`src/rtl/cpu_ctrl_pkg.sv`:
```
// rtl/cpu_ctrl_pkg.sv - shared types and encodings for the multicycle control unit
package cpu_ctrl_pkg;

   typedef enum logic [3:0] {
      ST_FETCH,
      ST_DECODE,
      ST_EXEC_R,
      ST_EXEC_I,
      ST_EXEC_LUI,
      ST_WB_ALU,
      ST_MEM_ADDR,
      ST_MEM_LD,
      ST_WB_MEM,
      ST_MEM_SD,
      ST_BRANCH,
      ST_JALR,
      ST_HALT,
      ST_ILLEGAL
   } state_e;

   typedef enum logic [2:0] {
      CLS_ALU_R,
      CLS_ALU_I,
      CLS_LUI,
      CLS_MEM,
      CLS_BRANCH,
      CLS_JALR,
      CLS_EBREAK,
      CLS_ILLEGAL
   } insn_class_e;

   localparam logic [6:0]  OPC_OP      = 7'b0110011;
   localparam logic [6:0]  OPC_OP_IMM  = 7'b0010011;
   localparam logic [6:0]  OPC_LUI     = 7'b0110111;
   localparam logic [6:0]  OPC_LOAD    = 7'b0000011;
   localparam logic [6:0]  OPC_STORE   = 7'b0100011;
   localparam logic [6:0]  OPC_BRANCH  = 7'b1100011;
   localparam logic [6:0]  OPC_JALR    = 7'b1100111;
   localparam logic [6:0]  OPC_SYSTEM  = 7'b1110011;

   localparam logic [2:0]  F3_ADD      = 3'b000;
   localparam logic [2:0]  F3_DWORD    = 3'b011;
   localparam logic [2:0]  F3_BEQ      = 3'b000;
   localparam logic [2:0]  F3_BNE      = 3'b001;
   localparam logic [6:0]  F7_ADD      = 7'b0000000;
   localparam logic [6:0]  F7_SUB      = 7'b0100000;
   localparam logic [31:0] INSN_EBREAK = 32'h0010_0073;

   typedef enum logic [1:0] {ALU_ADD = 2'd0, ALU_SUB = 2'd1, ALU_PASS_B = 2'd2} alu_op_e;
   typedef enum logic [1:0] {PC_SRC_ALU = 2'd0, PC_SRC_ALUOUT = 2'd1, PC_SRC_JALR = 2'd2} pc_src_e;
   typedef enum logic [1:0] {WB_ALUOUT = 2'd0, WB_MDR = 2'd1, WB_PC = 2'd2} wb_sel_e;
   typedef enum logic [1:0] {SRC_A_PC = 2'd0, SRC_A_REG = 2'd1, SRC_A_OLD_PC = 2'd2} alu_src_a_e;
   typedef enum logic [1:0] {SRC_B_REG = 2'd0, SRC_B_FOUR = 2'd1, SRC_B_IMM = 2'd2} alu_src_b_e;

endpackage

```
`src/rtl/insn_class_decode.sv`:
```
// rtl/insn_class_decode.sv - combinational instruction classifier for the DECODE dispatch
module insn_class_decode
   import cpu_ctrl_pkg::*;
(
   input  logic [31:0] instr_i,
   output insn_class_e insn_class_o
);

   logic [6:0] opcode;
   logic [2:0] funct3;
   logic [6:0] funct7;

   assign opcode = instr_i[6:0];
   assign funct3 = instr_i[14:12];
   assign funct7 = instr_i[31:25];

   always_comb begin
      insn_class_o = CLS_ILLEGAL;
      case (opcode)
         OPC_OP: begin
            if (funct3 == F3_ADD && (funct7 == F7_ADD || funct7 == F7_SUB))
               insn_class_o = CLS_ALU_R;
         end
         OPC_OP_IMM: begin
            if (funct3 == F3_ADD)
               insn_class_o = CLS_ALU_I;
         end
         OPC_LUI:   insn_class_o = CLS_LUI;
         OPC_LOAD, OPC_STORE: begin
            if (funct3 == F3_DWORD)
               insn_class_o = CLS_MEM;
         end
         OPC_BRANCH: begin
            if (funct3 == F3_BEQ || funct3 == F3_BNE)
               insn_class_o = CLS_BRANCH;
         end
         OPC_JALR: begin
            if (funct3 == F3_ADD)
               insn_class_o = CLS_JALR;
         end
         OPC_SYSTEM: begin
            // Only the exact ebreak encoding halts; other SYSTEM forms are unsupported.
            if (instr_i == INSN_EBREAK)
               insn_class_o = CLS_EBREAK;
         end
         default: insn_class_o = CLS_ILLEGAL;
      endcase
   end

endmodule

```
`src/rtl/multicycle_ctrl_fsm.sv`:
```
// rtl/multicycle_ctrl_fsm.sv - Moore multicycle control FSM with memory wait pacing
module multicycle_ctrl_fsm
   import cpu_ctrl_pkg::*;
#(
   parameter int unsigned MEM_WAIT = 1
) (
   input  logic        clk,
   input  logic        rst_n,
   input  logic [31:0] instr,
   input  logic        alu_zero,
   output logic        pc_write,
   output logic [1:0]  pc_src,
   output logic        ir_write,
   output logic        mem_addr_sel,
   output logic        mem_read,
   output logic        mem_write,
   output logic        mdr_write,
   output logic        ab_write,
   output logic [1:0]  alu_src_a,
   output logic [1:0]  alu_src_b,
   output logic [1:0]  alu_op,
   output logic        alu_out_write,
   output logic        reg_write,
   output logic [1:0]  wb_sel,
   output logic        halted,
   output logic        illegal_op
);

   localparam logic [2:0] WAIT_LAST = 3'(MEM_WAIT);

   state_e      state_q, state_d;
   logic [2:0]  cnt_q, cnt_d;
   insn_class_e insn_class;
   logic        is_mem_state;
   logic        mem_last;

   insn_class_decode u_decode (
      .instr_i      (instr),
      .insn_class_o (insn_class)
   );

   assign is_mem_state = (state_q == ST_FETCH) || (state_q == ST_MEM_LD) || (state_q == ST_MEM_SD);
   assign mem_last     = (cnt_q == WAIT_LAST);

   always_ff @(posedge clk or negedge rst_n) begin
      if (!rst_n) begin
         state_q <= ST_FETCH;
         cnt_q   <= '0;
      end else begin
         state_q <= state_d;
         cnt_q   <= cnt_d;
      end
   end

   always_comb begin
      state_d = state_q;
      cnt_d   = '0;
      if (is_mem_state && !mem_last)
         cnt_d = cnt_q + 3'd1;
      case (state_q)
         ST_FETCH:    if (mem_last) state_d = ST_DECODE;
         ST_DECODE: begin
            case (insn_class)
               CLS_ALU_R:  state_d = ST_EXEC_R;
               CLS_ALU_I:  state_d = ST_EXEC_I;
               CLS_LUI:    state_d = ST_EXEC_LUI;
               CLS_MEM:    state_d = ST_MEM_ADDR;
               CLS_BRANCH: state_d = ST_BRANCH;
               CLS_JALR:   state_d = ST_JALR;
               CLS_EBREAK: state_d = ST_HALT;
               default:    state_d = ST_ILLEGAL;
            endcase
         end
         ST_EXEC_R, ST_EXEC_I, ST_EXEC_LUI: state_d = ST_WB_ALU;
         ST_WB_ALU:   state_d = ST_FETCH;
         ST_MEM_ADDR: state_d = (instr[6:0] == OPC_LOAD) ? ST_MEM_LD : ST_MEM_SD;
         ST_MEM_LD:   if (mem_last) state_d = ST_WB_MEM;
         ST_WB_MEM:   state_d = ST_FETCH;
         ST_MEM_SD:   if (mem_last) state_d = ST_FETCH;
         ST_BRANCH, ST_JALR: state_d = ST_FETCH;
         ST_HALT:     state_d = ST_HALT;
         ST_ILLEGAL:  state_d = ST_ILLEGAL;
         default:     state_d = ST_FETCH;
      endcase
   end

   // Outputs are forced low while reset is asserted, even though the state register holds FETCH.
   always_comb begin
      pc_write      = 1'b0;
      pc_src        = PC_SRC_ALU;
      ir_write      = 1'b0;
      mem_addr_sel  = 1'b0;
      mem_read      = 1'b0;
      mem_write     = 1'b0;
      mdr_write     = 1'b0;
      ab_write      = 1'b0;
      alu_src_a     = SRC_A_PC;
      alu_src_b     = SRC_B_REG;
      alu_op        = ALU_ADD;
      alu_out_write = 1'b0;
      reg_write     = 1'b0;
      wb_sel        = WB_ALUOUT;
      halted        = 1'b0;
      illegal_op    = 1'b0;
      if (rst_n) begin
         case (state_q)
            ST_FETCH: begin
               mem_read = 1'b1;
               if (mem_last) begin
                  ir_write  = 1'b1;
                  pc_write  = 1'b1;
                  pc_src    = PC_SRC_ALU;
                  alu_src_a = SRC_A_PC;
                  alu_src_b = SRC_B_FOUR;
                  alu_op    = ALU_ADD;
               end
            end
            ST_DECODE: begin
               ab_write      = 1'b1;
               alu_out_write = 1'b1;
               alu_src_a     = SRC_A_OLD_PC;
               alu_src_b     = SRC_B_IMM;
            end
            ST_EXEC_R: begin
               alu_src_a     = SRC_A_REG;
               alu_src_b     = SRC_B_REG;
               alu_op        = instr[30] ? ALU_SUB : ALU_ADD;
               alu_out_write = 1'b1;
            end
            ST_EXEC_I, ST_MEM_ADDR: begin
               alu_src_a     = SRC_A_REG;
               alu_src_b     = SRC_B_IMM;
               alu_out_write = 1'b1;
            end
            ST_EXEC_LUI: begin
               alu_src_b     = SRC_B_IMM;
               alu_op        = ALU_PASS_B;
               alu_out_write = 1'b1;
            end
            ST_WB_ALU: reg_write = 1'b1;
            ST_MEM_LD: begin
               mem_read     = 1'b1;
               mem_addr_sel = 1'b1;
               mdr_write    = mem_last;
            end
            ST_WB_MEM: begin
               reg_write = 1'b1;
               wb_sel    = WB_MDR;
            end
            ST_MEM_SD: begin
               mem_write    = 1'b1;
               mem_addr_sel = 1'b1;
            end
            ST_BRANCH: begin
               alu_src_a = SRC_A_REG;
               alu_src_b = SRC_B_REG;
               alu_op    = ALU_SUB;
               pc_src    = PC_SRC_ALUOUT;
               pc_write  = alu_zero ^ instr[12];
            end
            ST_JALR: begin
               alu_src_a = SRC_A_REG;
               alu_src_b = SRC_B_IMM;
               pc_write  = 1'b1;
               pc_src    = PC_SRC_JALR;
               reg_write = 1'b1;
               wb_sel    = WB_PC;
            end
            ST_HALT:    halted     = 1'b1;
            ST_ILLEGAL: illegal_op = 1'b1;
            default: ;
         endcase
      end
   end

endmodule

```
`config.mk`:
```
export PLATFORM = sky130hd
export DESIGN_NAME = multicycle_ctrl_fsm
export DESIGN_NICKNAME = d
export VERILOG_FILES = /design/src/rtl/cpu_ctrl_pkg.sv /design/src/rtl/insn_class_decode.sv /design/src/rtl/multicycle_ctrl_fsm.sv
export SDC_FILE = /design/constraint.sdc
export NUM_CORES = 1
export LEC_CHECK = 0
export BUFFER_PORTS_ARGS = -buffer_cell sky130_fd_sc_hd__buf_2
export CELL_PAD_IN_SITES_DETAIL_PLACEMENT = 1
export CELL_PAD_IN_SITES_GLOBAL_PLACEMENT = 1
export CORE_UTILIZATION = 29
export DETAILED_ROUTE_END_ITERATION = 8
export PLACE_DENSITY_LB_ADDON = 0.25
export SLEW_MARGIN = 20
export SYNTH_ARGS = -nofsm -noshare
export SYNTH_HDL_FRONTEND = slang
export SYNTH_SLANG_ARGS = --single-unit
```
`constraint.sdc`:
```
create_clock -name clk -period 1.8 [get_ports clk]
set_input_delay 0.18 -clock clk [delete_from_list [all_inputs] [get_ports clk]]
set_output_delay 0.18 -clock clk [all_outputs]
set_load 0.005 [all_outputs]
```
==> impl_metrics.tcl <==
set metrics [dict create \
    postRouteAntennaNets 0 \
    crit_slowest_cell "dfrtp_1" \
    cts.sinks 7 \
    synth_top_area_cell "dfrtp_1" \
    sw_frac_of_total 0.4961 \
    crit_required_ps 1620 \
    first_iter_violations 51 \
    crit_type "reg -> out" \
    p_leak_nw 0.6662 \
    wire_per_inst_um 13.92 \
    final_core_util 0.4476 \
    synth_area_leaders "dfrtp_1, nor2_1, nand2_1" \
    vdd_drop_max_uv 359.7 \
    syn2layout_area_growth_pct 42.97 \
    min_to "state_q[1]" \
    rsz0062_at_grt "true" \
    final_cell_count_no_fill 244 \
    critPathMaxFanout 4 \
    relSlewSlack 0.7416 \
    rr_startpoint "state_q[0]" \
    critPathTopFamily "simple AND/OR/NAND/NOR gates" \
    critPathMaxStageDelay_ps 400 \
    power_w 0.001470 \
    seqPwrFrac 0.202 \
    rows 20 \
    diodes 0 \
    fin_nets 238 \
    fill_cells 434 \
    clk_path_buf_depth 2 \
    placed_area_um2 1310 \
    grt_pass1_wl_um 5326 \
    finClkSkew_ps 1.824 \
    cp.arrival_ps 1560 \
    switchingPower_w 0.0007292 \
    dr.pass1.iters 4 \
    yosysUniqueCellTypes 48 \
    hp-class "in -> reg" \
    power.internal_w 0.0007407 \
    stdcell_area_um2 1411 \
    multiInputGateArea_um2 769.5 \
    final_cell_mix "buf_2, nor2_1, nand2_1" \
    grt_pass1_vias 1262 \
    status "completed" \
    placedCellCount 238 \
    finalSetupViolCount 0 \
    ys_ff_latch 7 \
    h-tree-depth 1 \
    path_cells "nor2_4, nand2_2, nor4_4, buf_4, a211o_1, buf_2" \
    avgSynthCellArea_um2 6.808 \
    grt_usage 0.1935 \
    netlist_area_um2 987.2 \
    finalCritPeriodShare 0.9651 \
    yosys.area.top_type_share 0.1774 \
    cts_tree "done" \
    reg2reg_depth 5 \
    core_um2 3153 \
    max_freq_ghz 0.5757 \
    seq_area_frac_synth 0.1774 \
    yosysWarnings 0 \
    die_height_um 60.35 \
    grt-ovfl-total 0 \
    pwr-share-clk 0.099 \
    syn-instance-count 145 \
    p_comb_frac 0.698 \
    drc_errors 0 \
    hold_viol 0 \
    grt_max_degree 18 \
    hpwl_um 2617 \
    r2r_end "state_q[1]" \
    synthArstFlopShare 1.000 \
    min_from "instr[3]" \
    initial_core_util 0.3131 \
    layout.area.seq_um2 176.4 \
    worstSkewPairLatency_ps 260 \
    worst-path-buf-inv 2 \
    crit_path_end_kind "primary output" \
    vias 1300 \
    period_minus_slack_ps 1737 \
    startpoint_type "flop" \
    grt_antenna_before_repair 0 \
    worst_slew_pin_slew_ps 382.3 \
    drv_cap 0 \
    r2r_setup_slack_ps 230 \
    power.density_nw_per_um2 1041 \
    hold_depth 5 \
    die_w_um 60.35 \
    path_clk_slew_ps 50 \
    final_common_cell "buf_2" \
    port_buffers 55 \
    routabilityCongestion 0.8142 \
    synth_edf_count 0 \
    numCtsBuffers 3 \
    drive_gt1_frac 0.4100 \
    vias_per_cell 5.328 \
    root_buffer "clkbuf_4" \
    synthFlopType "dfrtp_1" \
    wl_um 3397 \
    dieArea_um2 3642 \
    syn-num-nets 182 \
    slew_violations 0 \
    io_pins 56 \
]
==> cell families (layout without fill, tap and decap cells) <==
logic type / after synthesis / in the layout / share of synthesized area
flops: 7 / 7 / 0.1774
buf+inv: 19 / 74 / 0.08365
mux: 1 / 1 / 0.01014
xor+xnor: 3 / 3 / 0.02662
compound gates: 34 / 34 / 0.2370
simple gates: 78 / 78 / 0.4297
fa+ha+maj: 3 / 3 / 0.03548
==> repair_timing <==
item | 4_1_cts | 5_1_grt
hold buffers | 1 | 0
setup endpoints to repair | 3 | 5
gates resized for setup | 5 | 5
endpoints found under the hold margin | 7 | 0
pin swaps | 1 | 1
setup buffers | 0 | 1
==> final cells by class <==
cell class                 instances  share of cell area
timing repair buffer              64              0.2562
multi-input combinational        119              0.5452
inverter                           6             0.01596
clock buffer                       4             0.01862
tap                               44             0.03901
sequential                         7              0.1250
==> registers in the layout, summed over array words and instances, names as in the netlist <==
signal   count
cnt_q        3
state_q      4
==> layer usage <==
layer	share of wire	up-vias	track usage	routed length (µm)
met5	0	-	0	0
met4	0.014	0	0.06977	48
met3	0.049	7	0.02559	167
met2	0.53	41	0.3642	1785
met1	0.41	619	0.2204	1395
li1	-	633	-	-
==> through the flow <==
stage	hold slack (ps)	TNS, ps	worst slack [ps]
CTS	361.1	0	26.13
finish	373.0	0	62.84
floorplan	-115.6	0	233.8
global placement	71.65	0	103.6
global route	391.3	-11.81	-6.717
detailed placement	75.45	0	23.63
==> synth_stat cells, types with 3 or more instances <==
cell and number:
inv_1 4, nor2_1 24, nor4_1 7, nand2_1 16, buf_4 3, a21oi_1 7, nor3_1 5, dfrtp_1 7
o22ai_1 3, o21ai_0 4, clkbuf_1 10, a2bb2oi_1 3, nand3_1 3, nand2b_1 4
==> worst max-delay path by stage <==
stage                     startpoint            to  slack, ps  cells past startpoint
after floorplan             cnt_q[1]  alu_src_b[0]        230                      6
after global placement     instr[25]    state_q[3]        100                      6
after detailed placement   instr[25]    state_q[3]         20                      6
after CTS                 state_q[1]      pc_write         30                      6
after global routing      state_q[1]      pc_write         -7                      6
final                     state_q[0]      pc_write         60                      6
==> power groups by stage <==
stage | sequential, W | combinational (W) | clock [W]
floorplan | 0.000240 | 0.000670 | 0
global placement | 0.000269 | 0.000939 | 0
detailed placement | 0.000271 | 0.000961 | 0
CTS | 0.000284 | 0.000988 | 0.000153
global route | 0.000306 | 0.00115 | 0.000162
finish | 0.000298 | 0.00103 | 0.000146
==> worst register-to-register path, stage by stage (launching register included) <==
cell and delay, ps:
dfrtp_1 380, buf_4 240, nand2_1 150, nor3_1 330, inv_1 100, o31ai_1 260
(Power assumes the default switching activity.)
